`src/rtl/alarm_sequencer_if.sv`:
```
// alarm_sequencer_if: groups the alarm sequencer's request/sensor/command
// inputs and its actuator/LCD/status outputs.
//   master : drives arm, disarm, trips, WIFI command, lock_ack; observes outputs
//   slave  : the sequencer side (consumes requests, drives outputs)
interface alarm_sequencer_if;
  logic       arm;
  logic       disarm;
  logic       trip_else;
  logic       trip_hub;
  logic       cmd_valid;
  logic [3:0] cmd;
  logic       lock_ack;

  logic       siren;
  logic       lock_req;
  logic       lock_fault;
  logic       notify;
  logic [1:0] msg;
  logic [2:0] state_o;
  logic [7:0] countdown;

  modport master (
    output arm, disarm, trip_else, trip_hub, cmd_valid, cmd, lock_ack,
    input  siren, lock_req, lock_fault, notify, msg, state_o, countdown
  );

  modport slave (
    input  arm, disarm, trip_else, trip_hub, cmd_valid, cmd, lock_ack,
    output siren, lock_req, lock_fault, notify, msg, state_o, countdown
  );
endinterface

```
`src/rtl/alarm_sequencer.sv`:
```
// alarm_sequencer: timed alarm-response state machine (exit delay, entry
// delay, siren time limit, servo lock handshake with timeout).
//   clk    : system clock, posedge
//   reset  : synchronous, active-low
//   bus    : slave side of alarm_sequencer_if
//            in : arm, disarm, trip_else, trip_hub, cmd_valid, cmd[3:0], lock_ack
//            out: siren, lock_req, lock_fault, notify, msg[1:0],
//                 state_o[2:0], countdown[7:0]
module alarm_sequencer #(
  parameter int unsigned TICK_CYCLES = 50_000_000,
  parameter int unsigned EXIT_S      = 30,
  parameter int unsigned ENTRY_S     = 15,
  parameter int unsigned SIREN_S     = 180,
  parameter int unsigned LOCK_TO_S   = 2
) (
  input  logic              clk,
  input  logic              reset,
  alarm_sequencer_if.slave  bus
);

  localparam int unsigned PRESC_W = (TICK_CYCLES > 1) ? $clog2(TICK_CYCLES) : 1;
  localparam int unsigned CNT_W   = 8;
  localparam int unsigned ST_W    = 3;

  localparam logic [3:0] CMD_DISARM   = 4'b1010;
  localparam logic [3:0] CMD_REARM    = 4'b1011;
  localparam logic [3:0] CMD_ESCALATE = 4'b1100;

  typedef enum logic [ST_W-1:0] {
    IDLE  = 3'd0,
    EXIT  = 3'd1,
    ARMED = 3'd2,
    ENTRY = 3'd3,
    ALARM = 3'd4,
    EMERG = 3'd5
  } state_e;

  state_e             state_q,      state_d;
  logic [PRESC_W-1:0] presc_q,      presc_d;
  logic [CNT_W-1:0]   countdown_q,  countdown_d;
  logic [CNT_W-1:0]   lock_cnt_q,   lock_cnt_d;
  logic               lock_acked_q, lock_acked_d;
  logic               lock_fault_q, lock_fault_d;
  logic               siren_q,      siren_d;
  logic               lock_req_q,   lock_req_d;
  logic               notify_q,     notify_d;
  logic [1:0]         msg_q,        msg_d;

  logic tick;
  logic expire;
  logic disarm_req;
  logic rearm_cmd;
  logic escalate_cmd;
  logic state_chg;

  // Request decode and tick/expiry qualification
  always_comb begin
    tick         = (presc_q == PRESC_W'(TICK_CYCLES - 1));
    expire       = tick && (countdown_q == CNT_W'(1));
    disarm_req   = bus.disarm || (bus.cmd_valid && (bus.cmd == CMD_DISARM));
    rearm_cmd    = bus.cmd_valid && (bus.cmd == CMD_REARM);
    escalate_cmd = bus.cmd_valid && (bus.cmd == CMD_ESCALATE);
  end

  // Next-state: disarm overrides everything; requests are checked before expiry
  always_comb begin
    state_d = state_q;
    if (disarm_req) begin
      state_d = IDLE;
    end else begin
      case (state_q)
        IDLE:  if (bus.arm) state_d = EXIT;
        EXIT:  if (expire) state_d = ARMED;
        ARMED: begin
          if (bus.trip_hub)       state_d = EMERG;
          else if (bus.trip_else) state_d = ENTRY;
        end
        ENTRY: begin
          if (bus.trip_hub) state_d = EMERG;
          else if (expire)  state_d = ALARM;
        end
        ALARM: begin
          if (rearm_cmd)         state_d = EXIT;
          else if (escalate_cmd) state_d = EMERG;
        end
        EMERG: if (rearm_cmd) state_d = EXIT;
        default: state_d = IDLE;
      endcase
    end
  end

  // Prescaler and phase countdown; both restart on any state change
  always_comb begin
    state_chg   = (state_d != state_q);
    presc_d     = presc_q + PRESC_W'(1);
    countdown_d = countdown_q;

    if (state_chg || tick) presc_d = '0;

    if (state_chg) begin
      case (state_d)
        EXIT:         countdown_d = CNT_W'(EXIT_S);
        ENTRY:        countdown_d = CNT_W'(ENTRY_S);
        ALARM, EMERG: countdown_d = CNT_W'(SIREN_S);
        default:      countdown_d = '0;
      endcase
    end else if (tick && (countdown_q != '0)) begin
      countdown_d = countdown_q - CNT_W'(1);
    end
  end

  // Lock handshake: timeout counter runs only while waiting for lock_ack in EMERG
  always_comb begin
    lock_cnt_d   = lock_cnt_q;
    lock_acked_d = lock_acked_q;
    lock_fault_d = lock_fault_q;

    if (state_chg && (state_d == EMERG)) begin
      lock_cnt_d   = CNT_W'(LOCK_TO_S);
      lock_acked_d = 1'b0;
    end else if ((state_q == EMERG) && (state_d == EMERG) && !lock_acked_q) begin
      if (bus.lock_ack) begin
        lock_acked_d = 1'b1;
      end else if (tick && (lock_cnt_q != '0)) begin
        lock_cnt_d = lock_cnt_q - CNT_W'(1);
        if (lock_cnt_q == CNT_W'(1)) lock_fault_d = 1'b1;
      end
    end

    // Sticky fault is only cleared by returning to IDLE
    if (state_d == IDLE) lock_fault_d = 1'b0;
  end

  // Output decode from the next state so outputs align with state_o
  always_comb begin
    siren_d    = ((state_d == ALARM) || (state_d == EMERG)) && (countdown_d != '0);
    lock_req_d = (state_d == EMERG);
    notify_d   = state_chg && ((state_d == ALARM) || (state_d == EMERG));
    case (state_d)
      EXIT, ARMED, ENTRY: msg_d = 2'b01;
      ALARM:              msg_d = 2'b10;
      EMERG:              msg_d = 2'b11;
      default:            msg_d = 2'b00;
    endcase
  end

  // State and output registers
  always_ff @(posedge clk) begin
    if (!reset) begin
      state_q      <= IDLE;
      presc_q      <= '0;
      countdown_q  <= '0;
      lock_cnt_q   <= '0;
      lock_acked_q <= 1'b0;
      lock_fault_q <= 1'b0;
      siren_q      <= 1'b0;
      lock_req_q   <= 1'b0;
      notify_q     <= 1'b0;
      msg_q        <= 2'b00;
    end else begin
      state_q      <= state_d;
      presc_q      <= presc_d;
      countdown_q  <= countdown_d;
      lock_cnt_q   <= lock_cnt_d;
      lock_acked_q <= lock_acked_d;
      lock_fault_q <= lock_fault_d;
      siren_q      <= siren_d;
      lock_req_q   <= lock_req_d;
      notify_q     <= notify_d;
      msg_q        <= msg_d;
    end
  end

  assign bus.siren      = siren_q;
  assign bus.lock_req   = lock_req_q;
  assign bus.lock_fault = lock_fault_q;
  assign bus.notify     = notify_q;
  assign bus.msg        = msg_q;
  assign bus.state_o    = state_q;
  assign bus.countdown  = countdown_q;

endmodule

```
`src/flat_wrapper.sv`:
```
// flat-port wrapper written by rule: the top's interface ports become plain ports
module alarm_sequencer_flat 
#(
  parameter int unsigned TICK_CYCLES = 50_000_000,
  parameter int unsigned EXIT_S      = 30,
  parameter int unsigned ENTRY_S     = 15,
  parameter int unsigned SIREN_S     = 180,
  parameter int unsigned LOCK_TO_S   = 2
)
  (clk, reset, bus_arm, bus_disarm, bus_trip_else, bus_trip_hub, bus_cmd_valid, bus_cmd, bus_lock_ack, bus_siren, bus_lock_req, bus_lock_fault, bus_notify, bus_msg, bus_state_o, bus_countdown);
  alarm_sequencer_if bus_i ();
  input  logic clk;
  input  logic reset;
  input wire logic [$bits(bus_i.arm)-1:0] bus_arm;
  input wire logic [$bits(bus_i.disarm)-1:0] bus_disarm;
  input wire logic [$bits(bus_i.trip_else)-1:0] bus_trip_else;
  input wire logic [$bits(bus_i.trip_hub)-1:0] bus_trip_hub;
  input wire logic [$bits(bus_i.cmd_valid)-1:0] bus_cmd_valid;
  input wire logic [$bits(bus_i.cmd)-1:0] bus_cmd;
  input wire logic [$bits(bus_i.lock_ack)-1:0] bus_lock_ack;
  output wire logic [$bits(bus_i.siren)-1:0] bus_siren;
  output wire logic [$bits(bus_i.lock_req)-1:0] bus_lock_req;
  output wire logic [$bits(bus_i.lock_fault)-1:0] bus_lock_fault;
  output wire logic [$bits(bus_i.notify)-1:0] bus_notify;
  output wire logic [$bits(bus_i.msg)-1:0] bus_msg;
  output wire logic [$bits(bus_i.state_o)-1:0] bus_state_o;
  output wire logic [$bits(bus_i.countdown)-1:0] bus_countdown;
  assign bus_i.arm = bus_arm;
  assign bus_i.disarm = bus_disarm;
  assign bus_i.trip_else = bus_trip_else;
  assign bus_i.trip_hub = bus_trip_hub;
  assign bus_i.cmd_valid = bus_cmd_valid;
  assign bus_i.cmd = bus_cmd;
  assign bus_i.lock_ack = bus_lock_ack;
  assign bus_siren = bus_i.siren;
  assign bus_lock_req = bus_i.lock_req;
  assign bus_lock_fault = bus_i.lock_fault;
  assign bus_notify = bus_i.notify;
  assign bus_msg = bus_i.msg;
  assign bus_state_o = bus_i.state_o;
  assign bus_countdown = bus_i.countdown;
  alarm_sequencer #(.TICK_CYCLES(TICK_CYCLES), .EXIT_S(EXIT_S), .ENTRY_S(ENTRY_S), .SIREN_S(SIREN_S), .LOCK_TO_S(LOCK_TO_S)) u_core (.clk(clk), .reset(reset), .bus(bus_i));
endmodule
```
`config.mk`:
```
export PLATFORM = sky130hd
export DESIGN_NAME = alarm_sequencer_flat
export DESIGN_NICKNAME = d
export VERILOG_FILES = /design/src/rtl/alarm_sequencer_if.sv /design/src/rtl/alarm_sequencer.sv /design/src/flat_wrapper.sv
export SDC_FILE = /design/constraint.sdc
export NUM_CORES = 1
export LEC_CHECK = 0
export CORE_MARGIN = 8
export CORE_UTILIZATION = 51
export CTS_BUF_LIST = sky130_fd_sc_hd__clkbuf_16
export CTS_CLUSTER_DIAMETER = 40
export DETAILED_ROUTE_END_ITERATION = 12
export GPL_TIMING_DRIVEN = 0
export PLACE_DENSITY_LB_ADDON = 0.15
export RECOVER_POWER = 100
export SLEW_MARGIN = 0
export SYNTH_ARGS = -nofsm -noshare
export SYNTH_HDL_FRONTEND = slang
export SYNTH_SLANG_ARGS = --single-unit
```
`constraint.sdc`:
```
create_clock -name clk -period 2.26 [get_ports clk]
set_input_delay 0.226 -clock clk [delete_from_list [all_inputs] [get_ports clk]]
set_output_delay 0.226 -clock clk [all_outputs]
set_load 0.01 [all_outputs]
```
== Word-level counts from Yosys, hierarchy flattened ==
Index checks and enable logic that the tools add are counted.

* Bits in registers: 52
* Input bits: 12

* Add/sub/neg operators: 3
* Equality and inequality tests: 18
* Multiplexer cells: 19
* Bitwise operators: 3
* Reductions and logical operators: 31

{| class="wikitable"
|+ Operator list
! cell !! count
|-
| $mux 3 || 10
|-
| $add 26x1->26 const B || 1
|-
| $eq 26x26->1 const B || 1
|-
| $pmux 8 s3 || 1
|-
| $reduce_bool 8->1 || 3
|-
| $pmux 3 s6 || 1
|-
| $eq 8x1->1 const B || 2
|-
| $mux 8 || 2
|-
| $sub 8x1->8 const B || 2
|-
| $eq 3x2->1 const B || 4
|-
| $eq 3x3->1 const B || 4
|-
| $eq 4x4->1 const B || 3
|-
| $logic_and 1x1->1 || 11
|-
| $mux 2 || 4
|-
| $reduce_or 2->1 || 4
|-
| $eq 3x1->1 const B || 2
|-
| $logic_not 3->1 || 2
|-
| $pmux 2 s3 || 1
|-
| $reduce_and 3->1 || 2
|-
| $reduce_and 5->1 || 1
|-
| $reduce_bool 2->1 || 2
|-
| $logic_or 1x1->1 || 3
|-
| $ne 3x3->1 || 1
|-
| $not 1->1 || 3
|-
| 4 further kinds || 4
|}

== Longest topological paths before layout ==
Gate-level depths: netlist of run 1.

* Depth after elaboration: 12
* Mapped depth: 9
* Gate-level depth less buffers: 8

== Worst setup path after synthesis of run 1 ==
No wires, ideal clock.

* Path kind: reg2reg
* Start: register u_core.presc_q[0]
* End: register u_core.lock_cnt_q[1]
* Setup time: 70 ps
* Arrival time: 2359 ps
* Data required time: 2190 ps
* Setup slack: -169 ps
* Cell stages (with the launch flop): 9
* Path buffers: 1
* Period minus slack after synthesis: 2429 ps
* Cells stage by stage: dfxtp_1 -> ha_1 -> nand3_1 -> or4_4 -> or4_1 -> buf_4 -> nor2_4 -> mux2_1 -> a21oi_1

* Word-level cells in the longest chain between the ends: 11
* Elaborated cells on any way between the ends: 18

{| class="wikitable"
|+ RTL lines
! item !! line !! source
|-
| start, declared || alarm_sequencer.sv:39 || <nowiki>logic [PRESC_W-1:0] presc_q, presc_d;</nowiki>
|-
| start signal, assigned || alarm_sequencer.sv:162 || <nowiki>presc_q <= presc_d;</nowiki>
|-
| $eq 26x26->1 (*) || alarm_sequencer.sv:58 || <nowiki>tick = (presc_q == PRESC_W'(TICK_CYCLES - 1));</nowiki>
|-
| $logic_and 1x1->1 || alarm_sequencer.sv:59 || <nowiki>expire = tick && (countdown_q == CNT_W'(1));</nowiki>
|-
| $mux 3 || alarm_sequencer.sv:80 || <nowiki>else if (expire) state_d = ALARM;</nowiki>
|-
| $mux 3 || alarm_sequencer.sv:79 || <nowiki>if (bus.trip_hub) state_d = EMERG;</nowiki>
|-
| $pmux 3 s6 || alarm_sequencer.sv:71 || <nowiki>case (state_q)</nowiki>
|-
| $mux 3 || alarm_sequencer.sv:68 || <nowiki>if (disarm_req) begin</nowiki>
|-
| $eq 3x3->1 || alarm_sequencer.sv:118, alarm_sequencer.sv:121 ||
|-
| $logic_and 1x1->1 (2 in series) || alarm_sequencer.sv:121 || <nowiki>end else if ((state_q == EMERG) && (state_d == EMERG) && !lock_acked_q) begin</nowiki>
|-
| $reduce_bool 2->1 (no source line) || -- ||
|-
| $reduce_and 3->1 (no source line) || -- ||
|-
| end signal, assigned || alarm_sequencer.sv:164 || <nowiki>lock_cnt_q <= lock_cnt_d;</nowiki>
|-
| end, declared || alarm_sequencer.sv:41 || <nowiki>logic [CNT_W-1:0] lock_cnt_q, lock_cnt_d;</nowiki>
|}

Mark *: on every way between the ends. The rest lies on a longest branch, timed or not.
A chain may end at the register's enable or synchronous reset.

== Final worst setup path of run 1 ==
* Start: register u_core.presc_q[1]
* End: register u_core.lock_cnt_q[1]

The elaborated chain is that of the path after synthesis.

==> results of run 1 <==
## timing repair
action                     4_1_cts  5_1_grt
gates cloned                     0        2
pin swaps                       11       13
buffers inserted                17        7
setup endpoints to repair       46       46
gates resized for setup         28       35
## report_power, final
| part | internal, mW | switching [mW] |
|---|---|---|
| Sequential | 0.928 | 0.0224 |
| Combinational | 0.104 | 0.110 |
| Clock | 0.517 | 0.338 |
## how the worst max path moves through the flow
stage	start	endpoint	slack (ns)	cells after the start
2_1_floorplan	u_core.presc_q[0]	u_core.lock_cnt_q[1]	-0.07	8
3_3_place_gp	bus_cmd[0]	u_core.lock_cnt_q[3]	-0.64	8
3_5_place_dp	bus_cmd[0]	u_core.lock_cnt_q[4]	-0.70	8
4_1_cts	u_core.presc_q[1]	u_core.lock_cnt_q[1]	-0.04	7
5_1_grt	u_core.presc_q[22]	u_core.lock_acked_q	-0.1	8
6_report	u_core.presc_q[1]	u_core.lock_cnt_q[1]	-0.03	7
## cells by family (layout without fill, tap and decap cells)
kind of cell	Yosys count	count (layout)	share of synthesized area
buf+inv	27	86	0.0410
simple gates	150	150	0.307
fa+ha+maj	6	6	0.0267
flops	52	52	0.371
mux	4	4	0.0147
xor+xnor	35	35	0.109
compound gates	47	47	0.130
## per-stage QoR
stage	instance area, um^2	worst slack (ns)	utilization	hold slack (ns)	instances
final	3770	-0.0298	0.698	0.449	452
after global routing	3770	-0.0956	0.698	0.488	452
after CTS	3610	-0.0360	0.669	0.455	444
after detailed placement	3220	-0.696	0.595	0.446	421
after global placement	3220	-0.645	0.595	0.437	421
after floorplan	2850	-0.0661	-	0.398	321
## registers in the layout (all words and copies together), names as in the netlist
signal,flops
u_core.bus.countdown,8
u_core.bus.lock_fault,1
u_core.bus.lock_req,1
u_core.bus.msg,2
u_core.bus.notify,1
u_core.bus.siren,1
u_core.bus.state_o,3
u_core.lock_acked_q,1
u_core.lock_cnt_q,8
u_core.presc_q,26
## final cells by class
| type | count | area (um^2) |
|---|---|---|
| Buffer | 7 | 58.8 |
| Clock buffer | 5 | 125 |
| Clock inverter | 3 | 38.8 |
| Fill cell | 407 | 1630 |
| Inverter | 18 | 67.6 |
| Multi-Input combinational cell | 242 | 1840 |
| Sequential cell | 52 | 1060 |
| Tap cell | 72 | 90.1 |
| Timing Repair Buffer | 53 | 488 |
## critical path: cells and delay by family, from the launching register on
family	cells	cell delay, ns
AOI/OAI and AO/OA	1	0.13
and+or+nand+nor	4	1.27
muxes	1	0.31
DFF	1	0.35
adders and majority gates	1	0.16
## synth_stat cells (all sizes together) (2+ instances only)
cell type,number,share of area
nand4b,2,0.0062
nand3b,4,0.011
clkbuf,2,0.0027
a31oi,3,0.0067
nor2,51,0.071
nor3,12,0.029
mux2i,3,0.011
ha,6,0.027
dfxtp,52,0.37
a31o,2,0.0062
nor4,9,0.022
nand4,11,0.025
buf,7,0.014
a211oi,2,0.0053
o21ai,8,0.014
nand2,12,0.016
xor2,10,0.031
and2,5,0.011
and3,8,0.018
or4,3,0.011
o211ai,4,0.012
nand2b,4,0.0089
or3,4,0.011
inv,18,0.024
nand3,11,0.021
or2,2,0.0045
and4,5,0.016
or3b,2,0.0062
xnor2,25,0.078
a21oi,13,0.023
a2111oi,2,0.0085
## metal layers
metal | GRT usage | wire [um]
met5 | 0 | 0
met4 | 0.0693 | 158
met3 | 0.0407 | 320
met2 | 0.296 | 3560
met1 | 0.189 | 3030
## placed cells by master (no fill, tap or decap), types with 4 or more instances in the layout
master           Yosys  routed
nor2_1              50      50
dfxtp_1             52      42
xnor2_1             25      24
buf_4                2      21
inv_1               18      19
dlygate4sd3_1        0      16
nand2_1             12      12
a21oi_1             13      11
nand4_1             11      11
xor2_1              10      10
clkdlybuf4s50_1      0       9
and3_1               8       8
nand3_1             10       8
dfxtp_2              0       8
nor3_1               8       7
buf_6                0       6
o21ai_0              8       5
ha_1                 6       5
clkbuf_16            0       5
nand3b_1             4       4
and4_1               5       4
nor4_1               8       4
and2_1               5       4
==> results.json, run 1 <==
{
  "first_pass_iters": 4,
  "initial_core_util": 0.519,
  "grt.total_usage": 0.168,
  "async_flop_share": 0,
  "clkLatencyLatePin_ns": 0.29,
  "rows": 27,
  "power_density_nw_per_um2": 536,
  "timing.rr.start": "u_core.presc_q[1]",
  "end_kind": "flip-flop",
  "slowest_delay_ns": 0.56,
  "syn_area_per_cell_um2": 8.74,
  "antenna_found_initial": 0,
  "syn_nets": 339,
  "clock_skew_ns": 0.00470,
  "ys_warn_count": 0,
  "fin_crit_sh": 1.01,
  "die_y_um": 90.2,
  "ir_drop_mv": 0.356,
  "path_clk_slew_ns": 0.07,
  "path_class": "flip-flop to flip-flop",
  "min_from": "u_core.lock_acked_q",
  "cp_max_fo": 6,
  "worst_ep_arrival_time_ns": 2.52,
  "hpwl_um": 4510,
  "cts-root-buf": "clkbuf_16",
  "die_w_um": 90.2,
  "setup_slack_ns": -0.0298,
  "r2r-end": "u_core.lock_cnt_q[1]",
  "ctsHoldBuffers": 0,
  "synthCells": 321,
  "cts.sinks": 52,
  "cpMostUsedCell": "or4_4",
  "cts.path.max_buffers": 2,
  "core_um2": 5410,
  "vias": 2578,
  "synth-seq-cells": 52,
  "min_path_type": "flip-flop to flip-flop",
  "drv_slew": 0,
  "ys.flop_type": "dfxtp_1",
  "worst_slew_pin_slew_ns": 0.666,
  "gp_congestion": 0.828,
  "drive_gt1_frac": 0.239,
  "outcome": "complete, but fails checks",
  "drc": 0,
  "cts_buffers": 5,
  "rsz0062_at_grt": "true",
  "timing.fmax_ghz": 0.437,
  "cp_cell_sequence": "ha_4, nand3_4, or4_4, or4_4, nor2_4, mux2_4, a21oi_2",
  "io_buffer_count": 28,
  "ant_nets": 0,
  "cp.required_ns": 2.49,
  "fin_tns_setup_ns": -0.0298,
  "violations": "negative setup slack",
  "synth_area_um2": 2810,
  "nets": 397,
  "ys_seq_area_frac": 0.371,
  "wl_per_cell_um": 15.6,
  "setup_viol": 1,
  "grt_overflow": 0,
  "synth_edf_count": 0,
  "hold_path_end": "u_core.lock_acked_q",
  "post-route-min-period_ns": 2.29,
  "htreeDepth": 2,
  "diodes": 0,
  "grt_pass1_vias": 2498,
  "ioPinCount": 29,
  "routed_wl_um": 7070,
  "initialDrtViolationCount": 123,
  "total_power_mw": 2.02,
  "grt_max_degree": 16,
  "finalHoldViolCount": 0,
  "dieArea_um2": 8130,
  "grt_pass1_wl_um": 11600,
  "rrSetupSlack_ns": -0.03,
  "cap_violations": 0,
  "area_delta_synth_final_pct": 34.4,
  "setup.worst_path.start_class": "flip-flop",
  "slowest_stage": "or4_4",
  "cts_tree": "yes",
  "slew_headroom": 0.556,
  "vias_per_cell": 5.70,
  "reg2regPathDepth": 7,
  "cellLeakagePower_nw": 1.45,
  "ys_types": 59,
  "hold_depth": 2
}
(Power assumes the default switching activity.)
==> run 2: changes to the inputs <==
--- a/config.mk
+++ b/config.mk
@@ -5,10 +5,12 @@
 export SDC_FILE = /design/constraint.sdc
 export NUM_CORES = 1
 export LEC_CHECK = 0
+export ABC_AREA = 1
 export CORE_MARGIN = 8
-export CORE_UTILIZATION = 51
+export CORE_UTILIZATION = 52
 export CTS_BUF_LIST = sky130_fd_sc_hd__clkbuf_16
 export CTS_CLUSTER_DIAMETER = 40
+export CTS_CLUSTER_SIZE = 28
 export DETAILED_ROUTE_END_ITERATION = 12
 export GPL_TIMING_DRIVEN = 0
 export PLACE_DENSITY_LB_ADDON = 0.15
==> results.json, run 2 <==
{
  "outcome": "finished, final reports clean",
  "grt_pass1_wl_um": 12300,
  "synthTopCellsByArea": "dfxtp_1, nand2_1, nor2_1, inv_1, nand3_1",
  "slowest_stage": "dfxtp_2",
  "worst_ep_arrival_time_ns": 2.47,
  "slowest_delay_ns": 0.37,
  "antenna_found_initial": 0,
  "worst_slew_pin_slew_ns": 0.428,
  "ys_seq_area_frac": 0.349,
  "power_density_nw_per_um2": 524,
  "yosysMostFrequentCell": "nand2_1",
  "htreeDepth": 2,
  "finalHoldViolCount": 0,
  "rows": 27,
  "cts.path.max_buffers": 2,
  "min_path_type": "flip-flop to flip-flop",
  "cts_buffers": 5,
  "timing.fmax_ghz": 0.449,
  "dieArea_um2": 8410,
  "nFillCells": 444,
  "cp_cell_sequence": "ha_4, nand2_2, inv_2, nand2_4, nor2_4, nand2_2, nor2_4, nand4_1, nand2_2, nand2_4, nand2_4, nand3_4, clkinv_4, nand3_4, buf_12, a21oi_2, o21a_1",
  "io_buffer_count": 28,
  "ys_types": 37,
  "cts.sinks": 52,
  "grt.total_usage": 0.172,
  "first_pass_iters": 4,
  "grt_max_degree": 16,
  "vias": 2909,
  "cellLeakagePower_nw": 1.71,
  "yosys.area.top_type": "dfxtp_1",
  "cp_top_family": "simple AND/OR/NAND/NOR gates",
  "fin_crit_sh": 0.986,
  "end_kind": "flip-flop",
  "fin_tns_setup_ns": 0,
  "grt_overflow": 0,
  "final_cell_mix": "nand2_1, nor2_1, inv_1",
  "wl_per_cell_um": 13.3,
  "ioPinCount": 29,
  "fin_util": 0.706,
  "path_class": "flip-flop to flip-flop",
  "path_clk_slew_ns": 0.07,
  "synth_area_um2": 2980,
  "initialDrtViolationCount": 159,
  "cp_max_fo": 6,
  "cap_violations": 0,
  "drv_slew": 0,
  "layout_commonest_cell": "nand2_1",
  "hpwl_um": 5200,
  "largest_register_ffs": 26,
  "drc": 0,
  "setup.worst_path.start_class": "flip-flop",
  "synth_top_area_frac": 0.349,
  "cp_num_buf_inv": 3,
  "ir_drop_mv": 0.430,
  "cts_tree": "yes",
  "core_um2": 5540,
  "top_register": "u_core.presc_q",
  "synth-seq-cells": 52,
  "numPlacedInstances": 531,
  "cp.required_ns": 2.50,
  "async_flop_share": 0,
  "setup_viol": 0,
  "clock_skew_ns": 0.00716,
  "die_w_um": 91.7,
  "ys.flop_type": "dfxtp_1",
  "die_y_um": 91.7,
  "cts-root-buf": "clkbuf_16",
  "ant_nets": 0,
  "rsz0062_at_grt": "true",
  "fin_cells": 561,
  "nets": 506,
  "synthCells": 431,
  "area_delta_synth_final_pct": 31.2,
  "gp_congestion": 0.889,
  "initial_core_util": 0.538,
  "dp_worst_setup_slack_ns": -0.300,
  "hold-worst-slack_ns": 0.458,
  "routed_wl_um": 7460,
  "post-route-min-period_ns": 2.23,
  "drive_gt1_frac": 0.231,
  "setup_slack_ns": 0.0311,
  "syn_area_per_cell_um2": 6.92,
  "synth_edf_count": 0,
  "syn_nets": 449,
  "grt_pass1_vias": 2775,
  "diodes": 0,
  "ys_warn_count": 0,
  "slew_headroom": 0.714,
  "clkLatencyLatePin_ns": 0.29,
  "vias_per_cell": 5.19,
  "synth_common_cells": "nand2_1, nor2_1, inv_1"
}
## run 2: worst paths after layout
path,start,end,slack [ns],cells after the start
min,u_core.presc_q[0],u_core.presc_q[0],0.46,1
max,u_core.presc_q[0],u_core.presc_q[23],0.03,17
min reg2reg,u_core.presc_q[0],u_core.presc_q[0],0.46,1
max reg2reg,u_core.presc_q[0],u_core.presc_q[23],0.03,17
## run 2: what timing repair did
item	4_1_cts	5_1_grt
gates cloned	1	0
setup endpoints to repair	37	39
resized for setup	11	57
buffers inserted	9	12
hold buffers	0	0
pin swaps	5	22
## run 2: stage by stage
stage	instance area [um^2]	power (mW)
5_1_grt	3910	2.12
6_report	3910	2.05
3_5_place_dp	3350	1.17
3_3_place_gp	3350	1.16
2_1_floorplan	2980	1.09
4_1_cts	3670	2.04
## run 2: final cells by class
type                            count  area [um^2]  area share
Clock buffer                        5          125      0.0320
Buffer                              5         47.5      0.0122
Clock inverter                      3         38.8     0.00992
Sequential cell                    52         1060       0.270
Timing Repair Buffer               50          485       0.124
Inverter                           55          211      0.0541
Tap cell                           72         90.1      0.0230
Multi-Input combinational cell    319         1860       0.474
## run 2: routing by layer
layer	wire, um	vias up	global-route usage	part of all wire
met4	64	0	0.0430	0.0086
met2	3930	46	0.313	0.53
met5	0	-	0	0
li1	-	1504	-	-
met1	3180	1353	0.197	0.43
met3	277	6	0.0416	0.037
## run 2: kinds of logic after synthesis
logic type,share of synthesized area
fa+ha+maj,0.0252
simple gates,0.432
flops,0.349
xor+xnor,0.0529
buf+inv,0.0797
compound gates,0.0608
## run 2: power by group
part	switching, mW	internal, mW	leakage, nW
sequential	0.0144	0.927	0.426
combinational	0.136	0.118	1.20
clock	0.338	0.517	0.0850
total	0.488	1.56	1.71
==> run 3: changes to the inputs <==
--- a/config.mk
+++ b/config.mk
@@ -6,9 +6,10 @@
 export NUM_CORES = 1
 export LEC_CHECK = 0
 export ABC_AREA = 1
+export CAP_MARGIN = 20
+export CORE_ASPECT_RATIO = 0.75
 export CORE_MARGIN = 8
 export CORE_UTILIZATION = 52
-export CTS_BUF_LIST = sky130_fd_sc_hd__clkbuf_16
 export CTS_CLUSTER_DIAMETER = 40
 export CTS_CLUSTER_SIZE = 28
 export DETAILED_ROUTE_END_ITERATION = 12
==> results.json, run 3 (synthesis gave the netlist of run 2 again) <==
{
  "outcome": "complete, but fails checks",
  "violations": "negative setup slack",
  "setup.worst_path.start_class": "input port",
  "largest_register_ffs": 26,
  "rows": 24,
  "vias_per_cell": 5.20,
  "worst_slew_pin_slew_ns": 0.426,
  "drive_gt1_frac": 0.249,
  "path_clk_slew_ns": 0.10,
  "finalHoldViolCount": 0,
  "setup_viol": 7,
  "grt_pass1_wl_um": 12700,
  "numPlacedInstances": 537,
  "final_cell_mix": "nand2_1, nor2_1, inv_1",
  "antenna_found_initial": 0,
  "timing.fmax_ghz": 0.436,
  "cp.required_ns": 2.51,
  "clock_skew_ns": 0.00794,
  "cap_violations": 0,
  "cp_num_buf_inv": 6,
  "routed_wl_um": 7650,
  "ir_drop_mv": 0.251,
  "drv_slew": 0,
  "slowest_delay_ns": 0.48,
  "ioPinCount": 29,
  "rsz0062_at_grt": "true",
  "htreeDepth": 2,
  "setup_slack_ns": -0.0334,
  "top_usage_layer": "met2",
  "gp_congestion": 0.850,
  "post-route-min-period_ns": 2.29,
  "use_met1": 0.257,
  "cts.sinks": 52,
  "io_buffer_count": 28,
  "cts-root-buf": "clkbuf_8",
  "die_y_um": 81.6,
  "fin_cells": 576,
  "path_class": "input port to flip-flop",
  "fin_util": 0.706,
  "die_w_um": 103,
  "slowest_stage": "clkdlybuf4s50_1",
  "drc": 0,
  "min_path_type": "flip-flop to flip-flop",
  "area_delta_synth_final_pct": 34.4,
  "cp_cell_sequence": "clkdlybuf4s50_1, inv_1, nor2_1, or3b_1, nand2_1, inv_2, nand2_4, nand2_2, nand2_4, nand3_4, clkinv_4, nand3_4, buf_6, clkbuf_16, nor2_1",
  "nets": 515,
  "top_register": "u_core.presc_q",
  "cts_tree": "yes",
  "worst_ep_arrival_time_ns": 2.54,
  "fin_tns_setup_ns": -0.108,
  "grt_max_degree": 18,
  "grt.met2_usage": 0.287,
  "ant_nets": 0,
  "end_kind": "flip-flop",
  "slew_headroom": 0.716,
  "vias": 2994,
  "diodes": 0,
  "ctsHoldBuffers": 0,
  "initialDrtViolationCount": 153,
  "grt.total_usage": 0.186,
  "clkLatencyLatePin_ns": 0.31,
  "final_cell_area_um2": 4010,
  "cts_buffers": 5,
  "hpwl_um": 5070,
  "cp_top_family": "simple AND/OR/NAND/NOR gates",
  "cts.path.max_buffers": 2,
  "layout_commonest_cell": "nand2_1",
  "fin_crit_sh": 1.01,
  "core_um2": 5680,
  "wl_per_cell_um": 13.3,
  "cp_max_fo": 7,
  "initial_core_util": 0.525,
  "place_area_um2": 3360,
  "first_pass_iters": 4,
  "dieArea_um2": 8440,
  "grt_use_met3": 0.0356,
  "grt_pass1_vias": 2757,
  "power_density_nw_per_um2": 474,
  "cellLeakagePower_nw": 1.73,
  "grt_overflow": 0
}
run 3: cell types whose count changed in the layout (fill, tap and decap cells not counted), moves of 4 or more:
cell and change:
a21oi_1 -5, a21oi_2 +5, buf_4 +9, clkbuf_16 -4, clkbuf_8 +5, dfxtp_1 +4, nor2_1 -5
run 3: final cells by class:
| class | instances | area [um^2] |
|---|---|---|
| sequential | 52 | 1050 |
| buffer | 5 | 56.3 |
| clock inverter | 3 | 47.5 |
| fill | 452 | 1670 |
| multi-input combinational | 319 | 1920 |
| timing repair buffer | 59 | 558 |
| tap | 78 | 97.6 |
| clock buffer | 5 | 68.8 |
| inverter | 55 | 211 |
run 3: per-stage QoR:
step / hold slack, ns / setup slack (ns) / power, mW
floorplan: 0.324 / 0.215 / 1.09
global placement: 0.425 / -0.304 / 1.16
detailed placement: 0.438 / -0.366 / 1.17
CTS: 0.495 / 0.00222 / 1.87
global route: 0.515 / -0.190 / 1.98
finish: 0.488 / -0.0334 / 1.90
run 3: what timing repair did:
action	4_1_cts	5_1_grt
pin swaps	11	18
setup endpoints to repair	37	44
buffers inserted	21	9
gates cloned	1	1
gates resized for setup	26	51
run 3: per-layer routing:
metal / vias to the layer above / routed length, um
met2: 79 / 3400
met4: 0 / 40
met3: 4 / 451
met1: 1391 / 3760
li1: 1520 / -
met5: - / 0
run 3: where the power goes:
group | switching (mW) | internal (mW) | leakage (nW)
Sequential | 0.0145 | 0.929 | 0.423
Clock | 0.331 | 0.334 | 0.0583
Combinational | 0.157 | 0.133 | 1.25
run 3: worst paths after layout:
kind                                             from                    end  slack [ns]  cells after the start
worst min-delay path            u_core.bus.lock_fault  u_core.bus.lock_fault        0.49                      1
worst max-delay path                       bus_cmd[3]      u_core.presc_q[0]       -0.03                     15
worst max register to register      u_core.presc_q[1]      u_core.presc_q[0]       -0.03                     17
worst min register to register  u_core.bus.lock_fault  u_core.bus.lock_fault        0.49                      1
